$ cat config.mk
export PLATFORM = sky130hd
export DESIGN_NAME = mem_arbiter
export DESIGN_NICKNAME = d
export VERILOG_FILES = /design/src/rtl/mem_arb_pkg.sv /design/src/rtl/mem_arbiter_rr_arb2.sv /design/src/rtl/mem_arbiter.sv
export SDC_FILE = /design/constraint.sdc
export NUM_CORES = 1
export LEC_CHECK = 0
export BUFFER_PORTS_ARGS = -buffer_cell sky130_fd_sc_hd__buf_4
export CAP_MARGIN = 20
export CORE_AREA = 2 2 95 97
export CTS_CLUSTER_DIAMETER = 30
export DETAILED_ROUTE_END_ITERATION = 8
export DIE_AREA = 0 0 97 99
export GPL_TIMING_DRIVEN = 1
export PLACE_DENSITY = 0.7
export SLEW_MARGIN = 5
export SYNTH_ARGS = -nofsm -noshare
export SYNTH_HDL_FRONTEND = slang
export SYNTH_SLANG_ARGS = --single-unit
$ cat constraint.sdc
create_clock -name clk -period 3.28 [get_ports clk]
set_clock_uncertainty 0.2 [all_clocks]
set_input_delay 0.164 -clock clk [delete_from_list [all_inputs] [get_ports clk]]
set_output_delay 0.164 -clock clk [all_outputs]
set_load 0.01 [all_outputs]
$ cat src/rtl/mem_arb_pkg.sv
// Shared types and width helpers for the main-memory arbiter.
// Widths that depend on module parameters are computed through the helper functions.
package mem_arb_pkg;

  typedef enum logic [1:0] {
    IDLE,
    XFER,
    DONE,
    ERROR
  } arb_state_e;

  localparam int unsigned PORT_I = 0;
  localparam int unsigned PORT_D = 1;

  localparam int unsigned LINE_WORDS_DEF = 8;
  localparam int unsigned DATA_W_DEF     = 32;
  localparam int unsigned BEAT_W         = $clog2(LINE_WORDS_DEF);
  localparam int unsigned OFFSET_W       = $clog2(LINE_WORDS_DEF * DATA_W_DEF / 8);

  function automatic int unsigned beat_bits(input int unsigned line_words);
    return $clog2(line_words);
  endfunction

  function automatic int unsigned offset_bits(input int unsigned line_words,
                                              input int unsigned data_w);
    return $clog2(line_words * data_w / 8);
  endfunction

endpackage

$ cat src/rtl/mem_arbiter_rr_arb2.sv
// Two-requester round-robin arbiter with a registered priority pointer.
// When both ports request, the pointer picks the winner; it moves past the winner on update.
module rr_arb2 (
  input  logic       clk,
  input  logic       rst,
  input  logic [1:0] req,
  input  logic       update,
  output logic [1:0] grant
);

  logic ptr_q, ptr_d;  // 0: port 0 favoured, 1: port 1 favoured

  always_comb begin
    grant = '0;
    case (req)
      2'b01:   grant = 2'b01;
      2'b10:   grant = 2'b10;
      2'b11:   grant = ptr_q ? 2'b10 : 2'b01;
      default: grant = '0;
    endcase
    ptr_d = ptr_q;
    if (update && (|grant)) ptr_d = grant[0];
  end

  always_ff @(posedge clk) begin
    if (rst) ptr_q <= 1'b0;
    else     ptr_q <= ptr_d;
  end

endmodule

$ cat src/rtl/mem_arbiter.sv
// Shares the main-memory port between the I-cache (port 0) and D-cache (port 1),
// running each grant as one line burst with a per-beat ack timeout.
module mem_arbiter
  import mem_arb_pkg::*;
#(
  parameter int unsigned ADDR_W     = 32,
  parameter int unsigned DATA_W     = 32,
  parameter int unsigned LINE_WORDS = 8,
  parameter int unsigned TIMEOUT    = 255
) (
  input  logic                          clk,
  input  logic                          rst,
  input  logic [1:0]                    req,
  input  logic                          we1,
  input  logic [ADDR_W-1:0]             addr0,
  input  logic [ADDR_W-1:0]             addr1,
  input  logic [DATA_W-1:0]             wdata1,
  output logic [1:0]                    grant,
  output logic [$clog2(LINE_WORDS)-1:0] beat_idx,
  output logic [DATA_W-1:0]             rdata,
  output logic [1:0]                    rvalid,
  output logic                          wready,
  output logic [1:0]                    done,
  output logic                          error,
  output logic                          mem_req,
  output logic                          mem_we,
  output logic [ADDR_W-1:0]             mem_addr,
  output logic [DATA_W-1:0]             mem_wdata,
  input  logic [DATA_W-1:0]             mem_rdata,
  input  logic                          mem_ack
);

  localparam int unsigned BW     = beat_bits(LINE_WORDS);
  localparam int unsigned OW     = offset_bits(LINE_WORDS, DATA_W);
  localparam int unsigned TW     = $clog2(TIMEOUT + 1);
  localparam int unsigned STRIDE = DATA_W / 8;
  localparam logic [ADDR_W-1:0] BASE_MASK = {ADDR_W{1'b1}} << OW;

  arb_state_e        state_q, state_d;
  logic              owner_q, owner_d;
  logic              we_q, we_d;
  logic [ADDR_W-1:0] base_q, base_d;
  logic [BW-1:0]     beat_q, beat_d;
  logic [TW-1:0]     tmo_q, tmo_d;

  logic [1:0]        arb_grant;
  logic              arb_update;
  logic [1:0]        owner_oh;
  logic              in_xfer;

  rr_arb2 u_rr (
    .clk    (clk),
    .rst    (rst),
    .req    (req),
    .update (arb_update),
    .grant  (arb_grant)
  );

  always_comb begin
    state_d    = state_q;
    owner_d    = owner_q;
    we_d       = we_q;
    base_d     = base_q;
    beat_d     = beat_q;
    tmo_d      = tmo_q;
    arb_update = 1'b0;
    unique case (state_q)
      IDLE: begin
        if (|req) begin
          arb_update = 1'b1;
          state_d    = XFER;
          owner_d    = arb_grant[PORT_D];
          we_d       = arb_grant[PORT_D] & we1;
          base_d     = (arb_grant[PORT_D] ? addr1 : addr0) & BASE_MASK;
          beat_d     = '0;
          tmo_d      = '0;
        end
      end
      XFER: begin
        if (mem_ack) begin
          tmo_d  = '0;
          beat_d = beat_q + BW'(1);  // last beat wraps the counter back to 0
          if (beat_q == BW'(LINE_WORDS - 1)) state_d = DONE;
        end else if (tmo_q == TW'(TIMEOUT - 1)) begin
          state_d = ERROR;
          beat_d  = '0;
          tmo_d   = '0;
        end else begin
          tmo_d = tmo_q + TW'(1);
        end
      end
      DONE, ERROR: state_d = IDLE;
      default:     state_d = IDLE;
    endcase
  end

  always_ff @(posedge clk) begin
    if (rst) begin
      state_q <= IDLE;
      owner_q <= 1'b0;
      we_q    <= 1'b0;
      base_q  <= '0;
      beat_q  <= '0;
      tmo_q   <= '0;
    end else begin
      state_q <= state_d;
      owner_q <= owner_d;
      we_q    <= we_d;
      base_q  <= base_d;
      beat_q  <= beat_d;
      tmo_q   <= tmo_d;
    end
  end

  always_comb begin
    owner_oh  = owner_q ? 2'b10 : 2'b01;
    in_xfer   = (state_q == XFER);
    grant     = in_xfer ? owner_oh : '0;
    mem_req   = in_xfer;
    mem_we    = in_xfer & we_q;
    mem_addr  = in_xfer ? (base_q + ADDR_W'(beat_q) * ADDR_W'(STRIDE)) : '0;
    rvalid    = (in_xfer & mem_ack & ~we_q) ? owner_oh : '0;
    wready    = in_xfer & mem_ack & we_q;
    done      = ((state_q == DONE) || (state_q == ERROR)) ? owner_oh : '0;
    error     = (state_q == ERROR);
    beat_idx  = beat_q;
    rdata     = mem_rdata;
    mem_wdata = wdata1;
  end

endmodule

==> results of run 1 <==
layout by cell type, fill, tap and decap left out, types with 4 or more instances in the layout:
cell        n
dfxtp_1    43
and2_1     31
xnor2_1     6
mux2i_1    27
inv_1       5
nor2_1     43
nand2_1     6
buf_4     103
clkbuf_8    5
ha_1        4
a211oi_1   27
per-stage QoR:
step                      instance area, sq um  setup WS (ns)  power, mW
after floorplan                           2700           1.58      0.843
after global placement                    3030           1.17      0.874
after detailed placement                  3030           1.14      0.883
after CTS                                 3150          0.812       1.29
after global routing                      3150          0.679       1.35
final                                     3150          0.884       1.27
logic make-up after synthesis:
family | after synthesis | synth area share
simple gates | 100 | 0.190
buf+inv | 91 | 0.228
compound gates | 43 | 0.124
flops | 43 | 0.319
mux | 27 | 0.100
xor+xnor | 6 | 0.0195
fa+ha+maj | 4 | 0.0185
other cells | 1 | 0.00139
sequential cells by signal, summed over array words and instances, names as in the netlist:
name / cells
u_rr.ptr_q: 1
beat_idx: 3
we_q: 1
base_q: 27
state_q: 2
tmo_q: 8
owner_q: 1
cell usage after synthesis, drive strengths merged, types with 3 or more instances:
| master | count | share of area |
|---|---|---|
| a211oi | 29 | 0.084 |
| and2 | 31 | 0.072 |
| buf | 75 | 0.21 |
| clkbuf | 9 | 0.013 |
| dfxtp | 43 | 0.32 |
| ha | 4 | 0.019 |
| inv | 7 | 0.0097 |
| mux2i | 27 | 0.10 |
| nand2 | 6 | 0.0083 |
| nor2 | 43 | 0.060 |
| nor3 | 3 | 0.0074 |
| o21ai | 3 | 0.0070 |
| xnor2 | 6 | 0.019 |
worst min-delay path by stage:
stage | to | slack (ns)
2_1_floorplan | state_q[0]$_SDFFE_PP0P_ | 0.08
3_3_place_gp | mem_wdata[1] | 0.13
3_5_place_dp | mem_wdata[1] | 0.13
4_1_cts | base_q[12]$_SDFFE_PP0P_ | 0.005
5_1_grt | base_q[23]$_SDFFE_PP0P_ | 0.01
6_report | base_q[12]$_SDFFE_PP0P_ | 0.02
routing by layer:
metal	global-route usage	wire length [microns]
met4	0.0509	123
met1	0.130	2340
met5	0	0
met3	0.0411	491
met2	0.225	2940
power by group:
group,switching [mW],total [mW],internal (mW),leakage [nW]
logic,0.133,0.277,0.144,1.06
clock network,0.178,0.402,0.223,0.0513
registers,0.0257,0.589,0.564,0.354
area by class of cell:
cell class                      instances  area share
Tap cell                              108      0.0428
Multi-Input combinational cell        182       0.392
Clock buffer                            6      0.0230
Inverter                                7     0.00833
Timing Repair Buffer                  105       0.251
Sequential cell                        43       0.273
Clock inverter                          1     0.00952
worst max-delay path, delay by kind of cell (launching register included):
family        cells  cell delay, ns
buf+inv           2            0.56
simple gates      3            0.74
flops             1            0.43
==> metrics.csv, run 1 <==
metric,value,unit
setup_viol,0,
clock_latency,0.29,ns
holdCritPathClass,in2reg,
synth-main-ff-cell,dfxtp_1,
maxCapViolCount,0,
wl_per_cell,13.0,microns
boundaryPins,243,
clk_pin_slew_worst_paths,0.08,ns
cts_made_buffers,5,
layout-drive-gt1-share,0.343,
endpoint_kind,primary output,
cts_max_path_buffers,2,
startpoint_type,register,
synth.cell_area,2700,sq um
dr.pass1.iters,4,
grt_pass1_vias,2125,
cts_root_buf,clkbuf_8,
final_nets,482,
coreArea,8550,sq um
place.detailed.hpwl,4380,microns
place_congestion,0.758,
post_cts_buffers,0,
critical_path.max_stage_delay,0.43,ns
ctsHoldBuffers,2,
final_core_util,0.369,
clock-sinks,43,
p_per_area,402,nW/um^2
ys_warn_count,0,
grt_usage,0.123,
antenna_found_initial,0,
rsz0062_at_grt,false,
tightestPinTransition,0.941,ns
layout_min_cycle_time,2.40,ns
cp-endpoint,rvalid[1],
worst-path-max-fanout,32,
critical_path.reg2reg.startpoint,state_q[1]$_SDFFE_PP0P_,
hold_start,addr1[12],
fmax,417,MHz
drc_errors,0,
tns,0,ns
diodes,0,
n_fill_cell,880,
finalWirelength,5900,microns
syn_to_final_growth,16.9,%
grt_pass1_wl,9790,microns
r2r-end,base_q[5]$_SDFFE_PP0P_,
crit_slowest_cell,dfxtp_1,
multiInputGateArea,1240,sq um
status,"complete, no violations",
syn_avg_cell_area,8.57,sq um
async_flop_share,0,
portBuffers,102,
cts_tree,yes,
via_count,2075,
synth_edf_count,0,
cp-startpoint,state_q[1]$_SDFFE_PP0P_,
min_path_cells,3,
rows,34,
fin_crit_sh,0.731,
syn_inst,315,
synth_cell_types,43,
die_h,99,microns
yosys_register_bits,43,
drt_iter0_drc,47,
die_w,97,microns
drv_slew,0,
ff2ff_setup_slack,1.19,ns
worstPathRequired,2.92,ns
regArea,861,sq um
start_util,0.316,
cts_resized,0,
dp_cells,443,
path_cells,nand2b_1 -> inv_2 -> nand2_1 -> nor3b_1 -> buf_4,
p_leak,1.46,nW
cts-htree-levels,2,
ir_worst_vdd,0.171,mV
slew_headroom,0.373,
criticalPathCategory,reg2out,
die-area,9600,sq um
ant_nets,0,
crit_arrival,2.03,ns
overflow,0,
final_cells,452,
grt_max_degree,56,
yosysSeqAreaShare,0.319,
hold_ws,0.0161,ns
viasPerCell,4.59,
r2r_cells,4,
hold_viol_final,0,
No activity file was read; power rests on OpenSTA's default activity.
==> run 2: changes to the inputs <==
--- a/config.mk
+++ b/config.mk
@@ -5,14 +5,15 @@
 export SDC_FILE = /design/constraint.sdc
 export NUM_CORES = 1
 export LEC_CHECK = 0
+export ABC_AREA = 1
 export BUFFER_PORTS_ARGS = -buffer_cell sky130_fd_sc_hd__buf_4
 export CAP_MARGIN = 20
-export CORE_AREA = 2 2 95 97
+export CORE_AREA = 2 2 94 96
 export CTS_CLUSTER_DIAMETER = 30
 export DETAILED_ROUTE_END_ITERATION = 8
-export DIE_AREA = 0 0 97 99
+export DIE_AREA = 0 0 96 98
 export GPL_TIMING_DRIVEN = 1
-export PLACE_DENSITY = 0.7
+export PLACE_DENSITY = 0.77
 export SLEW_MARGIN = 5
 export SYNTH_ARGS = -nofsm -noshare
 export SYNTH_HDL_FRONTEND = slang
==> constraint.sdc (replaced) <==
create_clock -name clk -period 2.25 [get_ports clk]
set_clock_uncertainty 0.2 [all_clocks]
set_input_delay 0.1125 -clock clk [delete_from_list [all_inputs] [get_ports clk]]
set_output_delay 0.1125 -clock clk [all_outputs]
set_load 0.01 [all_outputs]
==> metrics.csv, run 2 <==
metric,value,unit
cts_tree,yes,
cts_made_buffers,5,
tightestPinTransition,0.526,ns
drt_iter0_drc,67,
diodes,0,
synth-main-ff-cell,dfxtp_1,
crit_family,simple AND/OR/NAND/NOR gates,
p_int,1.51,mW
maxCapViolCount,0,
critical_path.reg2reg.startpoint,u_rr.ptr_q$_SDFFE_PP0P_,
synth_top_area_cell,dfxtp_1,
p_clk_frac,0.213,
final_common_cell,buf_4,
r2r-end,base_q[5]$_SDFFE_PP0P_,
clk_pin_slew_worst_paths,0.09,ns
viasPerCell,4.64,
r2r_cells,7,
n_fill_cell,796,
power_switching_share,0.348,
hold_ws,0.0250,ns
yosys-top-cells-area,"dfxtp_1 (27%), buf_4 (16%), o211ai_2 (11%), nand2_1 (9.8%), inv_1 (7.7%)",
synth_top_area_frac,0.271,
overflow,0,
p_per_area,547,nW/um^2
crit_arrival,2.21,ns
fmax,462,MHz
finalPower,2.31,mW
rows,34,
path_cells,nor2_1 -> nor2_4 -> nand2_1 -> nand3_1 -> o211ai_2 -> inv_1 -> dlygate4sd3_1,
hold_viol_final,0,
via_count,2991,
cp-endpoint,base_q[5]$_SDFFE_PP0P_,
cts_max_path_buffers,2,
netSwitchingPower,805,uW
ys_warn_count,0,
dr.pass1.iters,7,
layout_min_cycle_time,2.16,ns
wl_per_cell,13.6,microns
critical_path.max_stage_delay,0.54,ns
cp.depth,7,
status,"complete, no violations",
yosysSeqAreaShare,0.271,
crit_buf_inv,2,
finalWirelength,8770,microns
regMostFlops,base_q,
grt_pass1_wl,12600,microns
boundaryPins,243,
startpoint_type,register,
synth_cell_types,27,
ir_worst_vdd,0.258,mV
syn_avg_cell_area,7.21,sq um
holdCritPathClass,in2out,
yosys_register_bits,43,
coreArea,8470,sq um
layout-drive-gt1-share,0.349,
die-area,9410,sq um
syn_inst,441,
rsz0062_at_grt,false,
final_nets,673,
grt_pass1_vias,2835,
clock_latency,0.30,ns
synth.most_common_cell,nand2_1,
setup_viol,0,
tns,0,ns
place_congestion,0.766,
start_util,0.375,
synth.cell_area,3180,sq um
async_flop_share,0,
p_seq_frac,0.395,
grt_usage,0.171,
endpoint_kind,register,
ys_top_cells_by_count,"nand2_1 (83), buf_4 (69), inv_1 (65), nor2_1 (51), dfxtp_1 (43)",
antenna_found_initial,0,
final_cell_mix,"buf_4 (107), nand2_1 (83), inv_1 (65)",
criticalPathCategory,reg2reg,
place.detailed.hpwl,5550,microns
die_h,98,microns
drv_slew,0,
worst-path-max-fanout,13,
ff2ff_setup_slack,0.09,ns
drc_errors,0,
die_w,96,microns
portBuffers,102,
grt_max_degree,57,
largest_reg_flops,27,
crit_slowest_cell,dlygate4sd3_1,
syn_to_final_growth,33.0,%
fin_crit_sh,0.961,
cts_root_buf,clkbuf_8,
cts-htree-levels,2,
worstPathRequired,2.29,ns
synth_edf_count,0,
cp-startpoint,u_rr.ptr_q$_SDFFE_PP0P_,
hold_start,wdata1[24],
p_leak,2.10,nW
slew_headroom,0.649,
p_comb_frac,0.391,
ant_nets,0,
clock-sinks,43,
min_path_cells,0,
## run 2: changes by cell type after synthesis, sizes merged, moves of 9 or more
cell and delta:
o211ai +27, and2 -31, inv +75, nor2 +12, nand2 +84, nand3 +32, clkbuf -9, a211oi -29
mux2i -27
## run 2: timing repair
action                                  4_1_cts  5_1_grt
hold endpoints to repair                     34        0
setup buffers                                 0        3
endpoints found under the setup margin        0       19
resized for setup                             0        2
hold buffers                                 58        0
## run 2: cell families (layout without fill, tap and decap cells)
kind of cell    after synthesis  after routing  share of synthesized area
compound gates               40             40                      0.131
other cells                   1              2                    0.00118
flops                        43             43                      0.271
fa+ha+maj                     4              4                     0.0157
buf+inv                     165            258                      0.299
xor+xnor                      1              1                    0.00276
simple gates                187            188                      0.280
## run 2: how the worst min path moves through the flow
stage                                    end  slack (ns)
floorplan           beat_idx[0]$_SDFFE_PP0P_       -0.02
global placement               mem_wdata[12]        0.03
detailed placement             mem_wdata[12]        0.03
CTS                            mem_wdata[12]        0.03
global route                       rdata[26]        0.03
finish                         mem_wdata[24]        0.03
## run 2: per-layer routing
layer / GRT usage / vias up / part of all wire
met5: 0 / - / 0
met4: 0.103 / 0 / 0.037
met3: 0.0332 / 41 / 0.065
met2: 0.322 / 122 / 0.54
met1: 0.167 / 1364 / 0.36
li1: - / 1464 / -
## run 2: worst reg2reg max path: cells and delay by family, from the launching register on
kind	cells	cell delay, ns
AND/OR/NAND/NOR	4	0.76
AO/OA/AOI/OAI	1	0.08
flip-flops	1	0.42
buffers and inverters	2	0.63
## run 2: power by group through the flow
stage	registers [mW]	clock network, mW	logic, mW
2_1_floorplan	0.920	0	0.645
3_5_place_dp	0.933	0	0.726
6_report	0.914	0.493	0.904
4_1_cts	0.915	0.514	0.848
3_3_place_gp	0.929	0	0.708
5_1_grt	0.927	0.544	0.988
## run 2: area by class of cell
type	count	area (sq um)	area share
Multi-Input combinational cell	235	1380	0.327
Inverter	82	308	0.0728
Clock buffer	6	72.6	0.0172
Clock inverter	2	12.5	0.00296
Sequential cell	43	861	0.204
Timing Repair Buffer	168	1460	0.344
Tap cell	108	135	0.0320
## run 2: stage by stage
stage | setup WS (ns) | util | area, sq um | instances
after floorplan | 0.877 | - | 3180 | 442
after global routing | 0.00741 | 0.499 | 4230 | 644
after CTS | 0.0117 | 0.490 | 4150 | 639
final | 0.0873 | 0.499 | 4230 | 644
after global placement | 0.579 | 0.411 | 3480 | 573
after detailed placement | 0.511 | 0.411 | 3480 | 573
==> run 3: changes to the inputs <==
--- a/config.mk
+++ b/config.mk
@@ -10,6 +10,7 @@
 export CAP_MARGIN = 20
 export CORE_AREA = 2 2 94 96
 export CTS_CLUSTER_DIAMETER = 30
+export CTS_CLUSTER_SIZE = 14
 export DETAILED_ROUTE_END_ITERATION = 8
 export DIE_AREA = 0 0 96 98
 export GPL_TIMING_DRIVEN = 1
==> constraint.sdc (replaced) <==
create_clock -name clk -period 2.25 [get_ports clk]
set_clock_uncertainty 0.2 [all_clocks]
set_input_delay 0.3375 -clock clk [delete_from_list [all_inputs] [get_ports clk]]
set_output_delay 0.3375 -clock clk [all_outputs]
set_load 0.01 [all_outputs]
==> metrics.csv, run 3 (synthesis gave the netlist of run 2 again) <==
metric,value,unit
crit_slowest_cell,dfxtp_1,
maxCapViolCount,0,
startpoint_type,register,
via_count,2699,
p_per_area,629,nW/um^2
rsz0062_at_grt,false,
regArea,861,sq um
drv_slew,0,
holdCritPathClass,in2reg,
r2r_cells,7,
hold_start,rst,
criticalPathCategory,reg2out,
critical_path.max_stage_delay,0.49,ns
min_path_cells,2,
setup_viol,0,
largest_reg_flops,27,
post_cts_buffers,0,
cts_max_path_buffers,2,
wl_per_cell,12.8,microns
n_fill_cell,882,
tightestPinTransition,0.769,ns
ff2ff_setup_slack,0.51,ns
overflow,0,
grt_usage,0.156,
place_ws,0.374,ns
layout-drive-gt1-share,0.391,
final_cell_mix,"buf_4 (107), nand2_1 (83), inv_1 (65)",
cts_tree,yes,
grt_max_degree,29,
fmax,473,MHz
multiInputGateArea,1390,sq um
ir_worst_vdd,0.242,mV
place_congestion,0.798,
cts_root_buf,clkbuf_8,
p_leak,1.86,nW
grt_pass1_vias,2710,
viasPerCell,4.62,
critical_path.reg2reg.startpoint,state_q[0]$_SDFFE_PP0P_,
start_util,0.375,
die-area,9410,sq um
die_w,96,microns
finalWirelength,7470,microns
antenna_found_initial,0,
hold_ws,0.0583,ns
regMostFlops,base_q,
clk_pin_slew_worst_paths,0.09,ns
clock-sinks,43,
fin_crit_sh,0.940,
worst-path-max-fanout,21,
slew_headroom,0.485,
syn_to_final_growth,14.8,%
final_nets,613,
min_to,beat_idx[1]$_SDFFE_PP0P_,
setup_slack,0.135,ns
crit_arrival,1.58,ns
coreArea,8470,sq um
path_cells,nand2_8 -> nor2_4 -> inv_1 -> nor3_1 -> buf_4,
cts_made_buffers,5,
diodes,0,
grt_pass1_wl,11700,microns
status,"complete, no violations",
drc_errors,0,
cts-htree-levels,2,
endpoint_kind,primary output,
r2r-end,base_q[6]$_SDFFE_PP0P_,
boundaryPins,243,
final_common_cell,buf_4,
final_core_util,0.431,
clock_latency,0.29,ns
layout_min_cycle_time,2.11,ns
ant_nets,0,
portBuffers,102,
drt_iter0_drc,62,
place.detailed.hpwl,5770,microns
dr.pass1.iters,4,
rows,34,
tns,0,ns
die_h,98,microns
hold_viol_final,0,
worstPathRequired,1.71,ns
==> run 3: cell types whose count changed in the layout (fill, tap and decap cells not counted) <==
cell,before,now
dlygate4sd3_1,58,0
buf_12,1,2
buf_16,1,0
clkinvlp_4,1,0
nand2_8,0,1
clkbuf_16,1,0
bufinv_16,0,1
clkbuf_8,5,6
nor2_2,1,0
nand2_4,4,3
clkbuf_1,1,0
==> run 3: report_power, final <==
group / switching, mW / total [mW] / internal [mW]
Clock: 0.272 / 0.632 / 0.360
Sequential: 0.0678 / 0.916 / 0.848
Combinational: 0.420 / 0.748 / 0.327
Total: 0.761 / 2.30 / 1.53
==> run 3: repair_timing <==
action | CTS | global route
gates resized for setup | 0 | 2
setup endpoints to repair | 0 | 2
hold buffers | 0 | 0
==> run 3: layout make-up <==
class | count | share of cell area
Multi-Input combinational cell | 234 | 0.379
Sequential cell | 43 | 0.236
Timing Repair Buffer | 109 | 0.231
Inverter | 82 | 0.0843
Tap cell | 108 | 0.0370
Clock buffer | 6 | 0.0226
Clock inverter | 2 | 0.00960
==> run 3: worst max-delay path by stage <==
stage / start / to / slack, ns / cells after the start
detailed placement: state_q[0]$_SDFFE_PP0P_ / rvalid[0] / 0.37 / 5
global route: state_q[0]$_SDFFE_PP0P_ / rvalid[0] / 0.03 / 5
finish: state_q[0]$_SDFFE_PP0P_ / rvalid[0] / 0.14 / 5
CTS: state_q[0]$_SDFFE_PP0P_ / rvalid[0] / 0.02 / 5
floorplan: state_q[0]$_SDFFE_PP0P_ / rvalid[0] / 0.68 / 4
global placement: state_q[0]$_SDFFE_PP0P_ / rvalid[1] / 0.46 / 5
==> run 3: metal layers <==
metal,part of all wire,global-route usage,vias up
li1,-,-,1344
met1,0.37,0.154,1223
met2,0.53,0.302,103
met3,0.071,0.0285,29
met4,0.028,0.0758,0
met5,0,0,-
==> run 3: critical path, delay by kind of cell (launching register included) <==
family / cells / cell delay, ns
flops: 1 / 0.49
simple gates: 3 / 0.54
buf+inv: 2 / 0.25
==> run 3: stage by stage <==
stage	total power, mW	cells	cell area, sq um
after floorplan	1.57	442	3180
after CTS	2.33	584	3640
after global placement	1.66	576	3520
final	2.30	584	3650
after detailed placement	1.68	576	3520
after global routing	2.45	584	3650
